### config.mk
export PLATFORM = sky130hd
export DESIGN_NAME = osc_clken_gen
export DESIGN_NICKNAME = d
export VERILOG_FILES = /design/src/rtl/osc_clken_gen.sv
export SDC_FILE = /design/constraint.sdc
export NUM_CORES = 1
export LEC_CHECK = 0
export CAP_MARGIN = 20
export CORE_MARGIN = 2
export CORE_UTILIZATION = 45
export CTS_BUF_LIST = sky130_fd_sc_hd__clkbuf_16
export DETAILED_ROUTE_END_ITERATION = 10
export MAX_ROUTING_LAYER = met4
export SETUP_SLACK_MARGIN = 0.02
export SLEW_MARGIN = 20
export SYNTH_ARGS = -nofsm -noshare
export SYNTH_HDL_FRONTEND = slang
export SYNTH_HIERARCHICAL = 1
export SYNTH_SLANG_ARGS = --single-unit
### constraint.sdc
create_clock -name PCLK -period 4 [get_ports PCLK]
set_clock_uncertainty 0.1 [all_clocks]
set_input_delay 1 -clock PCLK [delete_from_list [all_inputs] [get_ports PCLK]]
set_output_delay 1 -clock PCLK [all_outputs]
set_load 0.01 [all_outputs]
### src/rtl/osc_clken_gen.sv
// Clock-enable generator (NUM_CH programmable tick strobes) with optional external
// oscillator monitor, present only when OSC_CLKMON_EN is defined.

module osc_clken_ch #(
   parameter int DIV_W   = 16,
   parameter int DIV_RST = 49
) (
   input  logic             clk,
   input  logic             rst_n,
   input  logic             en,
   input  logic             wr,
   input  logic [DIV_W-1:0] wdata,
   input  logic             restart,
   output logic             tick
);
   localparam logic [DIV_W-1:0] RST_V = DIV_W'(DIV_RST);

   logic [DIV_W-1:0] shadow, cnt, nxt_sh;
   logic             en_q;

   // A write in the same cycle as a reload is used by that reload.
   assign nxt_sh = wr ? wdata : shadow;

   always_ff @(posedge clk or negedge rst_n) begin
      if (!rst_n) begin
         shadow <= RST_V;
         cnt    <= RST_V;
         en_q   <= 1'b0;
         tick   <= 1'b0;
      end else begin
         shadow <= nxt_sh;
         en_q   <= en;
         tick   <= 1'b0;
         if (!en) begin
            if (wr) cnt <= wdata;
         end else if (!en_q || restart) begin
            cnt <= nxt_sh;
         end else if (cnt == '0) begin
            cnt  <= nxt_sh;
            tick <= 1'b1;
         end else begin
            cnt <= cnt - DIV_W'(1);
         end
      end
   end
endmodule

module osc_clken_gen #(
   parameter int NUM_CH   = 4,
   parameter int DIV_W    = 16,
   parameter int DIV_RST  = 49,
   parameter int MON_WIN  = 1024,
   parameter int MON_MIN  = 400,
   parameter int MON_MAX  = 420,
   parameter int LOCK_CNT = 4
) (
   input  logic                         PCLK,
   input  logic                         PRESETN,
   input  logic [NUM_CH-1:0]            ch_en,
   input  logic [NUM_CH-1:0]            div_wr,
   input  logic [DIV_W-1:0]             div_wdata,
   input  logic                         sync_restart,
   output logic [NUM_CH-1:0]            tick,
   input  logic                         xtl_in,
   output logic                         xtl_ok,
   output logic                         xtl_lost,
   output logic [$clog2(MON_WIN+1)-1:0] xtl_edges
);
   localparam int EW = $clog2(MON_WIN+1);

   for (genvar i = 0; i < NUM_CH; i++) begin : g_ch
      osc_clken_ch #(.DIV_W(DIV_W), .DIV_RST(DIV_RST)) u_ch (
         .clk     (PCLK),
         .rst_n   (PRESETN),
         .en      (ch_en[i]),
         .wr      (div_wr[i]),
         .wdata   (div_wdata),
         .restart (sync_restart),
         .tick    (tick[i])
      );
   end

`ifdef OSC_CLKMON_EN
   localparam int WIN_W = (MON_WIN > 1) ? $clog2(MON_WIN) : 1;
   localparam int GW    = $clog2(LOCK_CNT+1);

   typedef enum logic [1:0] {WARMUP, LOCKED, LOST} mon_st_e;

   mon_st_e          state;
   logic             s1, s2, s3, rise, win_end, good;
   logic [WIN_W-1:0] win_cnt;
   logic [EW-1:0]    edge_cnt, win_edges;
   logic [GW-1:0]    good_cnt, good_nx;

   assign rise      = s2 & ~s3;
   assign win_end   = (win_cnt == WIN_W'(MON_WIN-1));
   // Running count including this cycle's edge, saturating at MON_WIN.
   assign win_edges = (rise && edge_cnt != EW'(MON_WIN)) ? edge_cnt + EW'(1) : edge_cnt;
   assign good      = (win_edges >= EW'(MON_MIN)) && (win_edges <= EW'(MON_MAX));
   assign good_nx   = (good_cnt == GW'(LOCK_CNT)) ? good_cnt : good_cnt + GW'(1);

   always_ff @(posedge PCLK or negedge PRESETN) begin
      if (!PRESETN) begin
         {s1, s2, s3} <= '0;
         win_cnt      <= '0;
         edge_cnt     <= '0;
         good_cnt     <= '0;
         state        <= WARMUP;
         xtl_ok       <= 1'b0;
         xtl_lost     <= 1'b0;
         xtl_edges    <= '0;
      end else begin
         s1       <= xtl_in;
         s2       <= s1;
         s3       <= s2;
         xtl_lost <= 1'b0;
         if (!win_end) begin
            win_cnt  <= win_cnt + WIN_W'(1);
            edge_cnt <= win_edges;
         end else begin
            win_cnt   <= '0;
            edge_cnt  <= '0;
            xtl_edges <= win_edges;
            case (state)
               LOCKED: if (!good) begin
                  state    <= LOST;
                  xtl_lost <= 1'b1;
                  xtl_ok   <= 1'b0;
                  good_cnt <= '0;
               end
               default: begin
                  if (!good) begin
                     good_cnt <= '0;
                  end else begin
                     good_cnt <= good_nx;
                     if (good_nx == GW'(LOCK_CNT)) begin
                        state  <= LOCKED;
                        xtl_ok <= 1'b1;
                     end
                  end
               end
            endcase
         end
      end
   end
`else
   logic unused_mon;
   assign unused_mon = ^{xtl_in, 1'(MON_MIN), 1'(MON_MAX), 1'(LOCK_CNT)};
   assign xtl_ok    = 1'b0;
   assign xtl_lost  = 1'b0;
   assign xtl_edges = '0;
`endif
endmodule

==> impl_results.md <==
- Run status: finished clean
- Share of synthesized registers carrying an async set or reset: 100%
- Total power per unit cell area: 427 mW/mm^2
- Final sum of negative setup slack: 0 ps
- Via count of the first global-routing pass: 5739
- Clock transition at the registers of the reported paths: 50 ps
- Count of placed standard cells in the final layout, fillers left out: 1017
- Starting utilization of the core area: 45.6%
- Max-capacitance violation count: 0
- Leakage: 3.43 nW
- Wire length reported by the detailed router: 18200 microns
- Clock net sink count: 136
- Worst stage delay on the critical path: 660 ps
- Most frequent cells after synthesis: 112 x sky130_fd_sc_hd__dfrtp_1, 92 x sky130_fd_sc_hd__mux2_2, 56 x sky130_fd_sc_hd__nor2_1
- Number of max-slew violations in the final report: 0
- Actual slew at the worst max-slew pin: 752 ps
- Clock latency of the later-clocked register in the worst-skew pair: 420 ps
- Overflow after GRT: 0
- CTS max path bufs: 2
- Hold Path Depth: 1
- Number of enable flip-flop cells after synthesis: 0
- Avg Cell Area, Syn: 10.3 sq um
- DRC: 0
- Reg2reg start: g_ch[3].u_ch/cnt[1]$_DFFE_PN0P_
- Worst Hold Endpoint: g_ch[2].u_ch/shadow[2]$_DFF_PN0_
- Maximum number of pins on one net before global-route repair: 80
- Setup slack of the worst register-to-register path: 1450 ps
- Number of violations reported at the end of detailed-routing iteration 0: 507
- Max Freq: 357 MHz
- Syn Inst Count: 758
- Worst slew slack as a fraction of its limit: 49.9%
- Most used flip-flop cell after synthesis: sky130_fd_sc_hd__dfrtp_1
- Launch instance of the worst min-delay path: g_ch[2].u_ch/shadow[2]$_DFF_PN0_
- Antenna violations before repair: 0
- Final-report hold violation count: 0
- Depth of the most critical reg-to-reg path: 7
- Master cell of the clock root buffer: sky130_fd_sc_hd__clkbuf_16
- Post-synthesis register bit count: 136
- Synth-to-Final Area Change: 11.7%
- Cell with the largest stage delay on the worst path: sky130_fd_sc_hd__clkdlybuf4s50_1
- Warnings from Yosys: 6
- Boundary pin count: 45
- Worst flop-to-flop path endpoint: g_ch[3].u_ch/cnt[13]$_DFFE_PN0P_
- Number of diodes added for antenna fixing: 0
- DP Wirelength: 12000 microns
- Fraction of layout cells with a size suffix above 1: 23.0%
- Required time worst endpoint: 4260 ps
- Post-synthesis sequential area ratio: 44.0%
- NumNets Final: 815
- Number of gates given a new drive strength after cts: 0
- Via-per-instance ratio: 5.78
- Critical path start-end classification: in -> reg
- Arrival time at the worst endpoint: 3060 ps
- Quantity of hold-fixing buffers added after cts: 0
- Mapped cell area: 0.00780 sq mm
- Residual antenna-violating net count after detailed routing: 0
- Port-buffer cells: 30
- Kind of end point of the critical path: flip-flop
- Die Y-Extent: 136 microns
- Most frequent cell after synthesis: sky130_fd_sc_hd__dfrtp_1
- Unique masters post-synth: 43
- Global-route wire length before repair: 29800 microns
- Cell taking the most area after synthesis: sky130_fd_sc_hd__dfrtp_1
- VDD IR-drop max: 0.352 mV
- Crit path time final: 2800 ps
- TritonCTS clock tree: built
- Area contributors post-synth: sky130_fd_sc_hd__dfrtp_1 36%, sky130_fd_sc_hd__mux2_2 13%, sky130_fd_sc_hd__dfstp_2 8.1%
- Number of iterations in the first detailed-routing pass: 4
- Die X: 136 microns
- Placer congestion estimate: 0.869
- Total of endpoints with negative setup slack in the final report: 0
- Area share of the leading cell type in the synthesized netlist: 35.9%
- Fillers: 1556
- Core region area: 0.0171 sq mm
- Global router's overall resource usage: 21.4%
- Number of buffers inserted to repair setup after CTS: 0
- Placed Cells incl. Taps: 985
- TritonCTS Buffers: 17
- Via total after detailed routing: 5879
- Num rows: 48
- Cells along the critical path: clkdlybuf4s50_1 -> nor2b_1 -> nand2_2 -> nor2_2 -> mux2i_1 -> o31a_1
- Post-route clock period utilization: 70.0%
- Hold crit path type: reg -> reg
- Full die area: 0.0184 sq mm
- H-tree levels: 4
- WL/cell: 17.9 microns
- Critical Path Source Type: input pin
- Setup repair after global routing missed its margin: false
- Crit-path max FO: 9
==> per-layer routing <==
layer	vias up	global-route usage, %	part of all wire (%)
met1	2905	30.0	49
met3	24	4.08	4.5
met4	0	7.58	2.2
li1	2807	-	-
met5	-	-	0
met2	143	31.2	44
==> critical path: cells and delay by family <==
| family | cells | cell delay, ps |
|---|---|---|
| AND/OR/NAND/NOR | 3 | 1010 |
| AO/OA/AOI/OAI | 1 | 140 |
| multiplexers | 1 | 240 |
| buffers and inverters | 1 | 660 |
==> cells by family after synthesis <==
kind of cell / count (synthesis) / synth area share, %
xor gates and xnor gates: 36 / 4.04
DFF: 136 / 44.0
and+or+nand+nor: 220 / 14.8
buffers and inverters: 81 / 5.49
muxes: 116 / 16.4
AOI/OAI and AO/OA: 160 / 13.9
adders and majority gates: 8 / 1.28
other: 1 / 0.0481
==> where the power goes <==
part           internal [W]  switching [W]
logic              0.000293       0.000348
registers           0.00155       0.000150
clock network      0.000822       0.000554
total               0.00267        0.00105
==> flip-flops by register name, indices dropped and copies added, names as in the netlist <==
name,count
g_ch.u_ch/shadow,64
g_ch.u_ch/cnt,64
g_ch.u_ch/en_q,4
g_ch.u_ch/tick,4
==> area by class of cell <==
type                    instances  area, sq um  share of cell area (%)
clock buffers                  17          425                    4.88
clock inverters                15         85.1                   0.977
inverters                      32          120                    1.38
multi-input cells             553         3980                    45.7
flip-flops and latches        136         3430                    39.4
well taps                     225          282                    3.23
repair buffers                 39          382                    4.38
==> per-stage QoR <==
stage	total power (W)	setup slack [ps]	area [sq um]	utilization (%)	hold slack (ps)
after detailed placement	0.00236	796	8200	47.9	387
after global placement	0.00233	840	8200	47.9	381
final	0.00372	1200	8710	50.9	395
after CTS	0.00374	1230	8710	50.9	400
after global routing	0.00391	1050	8710	50.9	408
after floorplan	0.00216	1630	7840	-	372
==> layout by cell type (no fill, tap or decap), types with 13 or more instances in the layout <==
master                            Yosys  routed
sky130_fd_sc_hd__inv_1               32      39
sky130_fd_sc_hd__nor4_1              36      36
sky130_fd_sc_hd__a21oi_1             40      40
sky130_fd_sc_hd__nor3_1              16      16
sky130_fd_sc_hd__xnor2_1             16      16
sky130_fd_sc_hd__mux2_2              92      92
sky130_fd_sc_hd__nor2_1              56      56
sky130_fd_sc_hd__xor2_1              20      20
sky130_fd_sc_hd__nand2_1             52      52
sky130_fd_sc_hd__mux2i_1             24      24
sky130_fd_sc_hd__dfstp_2             24      24
sky130_fd_sc_hd__conb_1               1      13
sky130_fd_sc_hd__clkdlybuf4s50_1      0      29
sky130_fd_sc_hd__o21ai_0             36      36
sky130_fd_sc_hd__o22ai_1             20      20
sky130_fd_sc_hd__dfrtp_1            112     112
sky130_fd_sc_hd__clkbuf_16            0      17
==> worst max path at each step <==
stage | start | endpoint | slack (ps) | cells past startpoint
2_1_floorplan | g_ch[0].u_ch/cnt[8]$_DFFE_PN0P_ | g_ch[0].u_ch/cnt[13]$_DFFE_PN0P_ | 1630 | 6
3_3_place_gp | sync_restart | g_ch[2].u_ch/cnt[0]$_DFFE_PN1P_ | 840 | 6
3_5_place_dp | sync_restart | g_ch[3].u_ch/cnt[0]$_DFFE_PN1P_ | 800 | 6
4_1_cts | sync_restart | g_ch[1].u_ch/cnt[0]$_DFFE_PN1P_ | 1230 | 6
5_1_grt | sync_restart | g_ch[1].u_ch/cnt[0]$_DFFE_PN1P_ | 1050 | 6
6_report | sync_restart | g_ch[1].u_ch/cnt[0]$_DFFE_PN1P_ | 1200 | 6
Note: power is estimated with default switching activity, not from simulation.
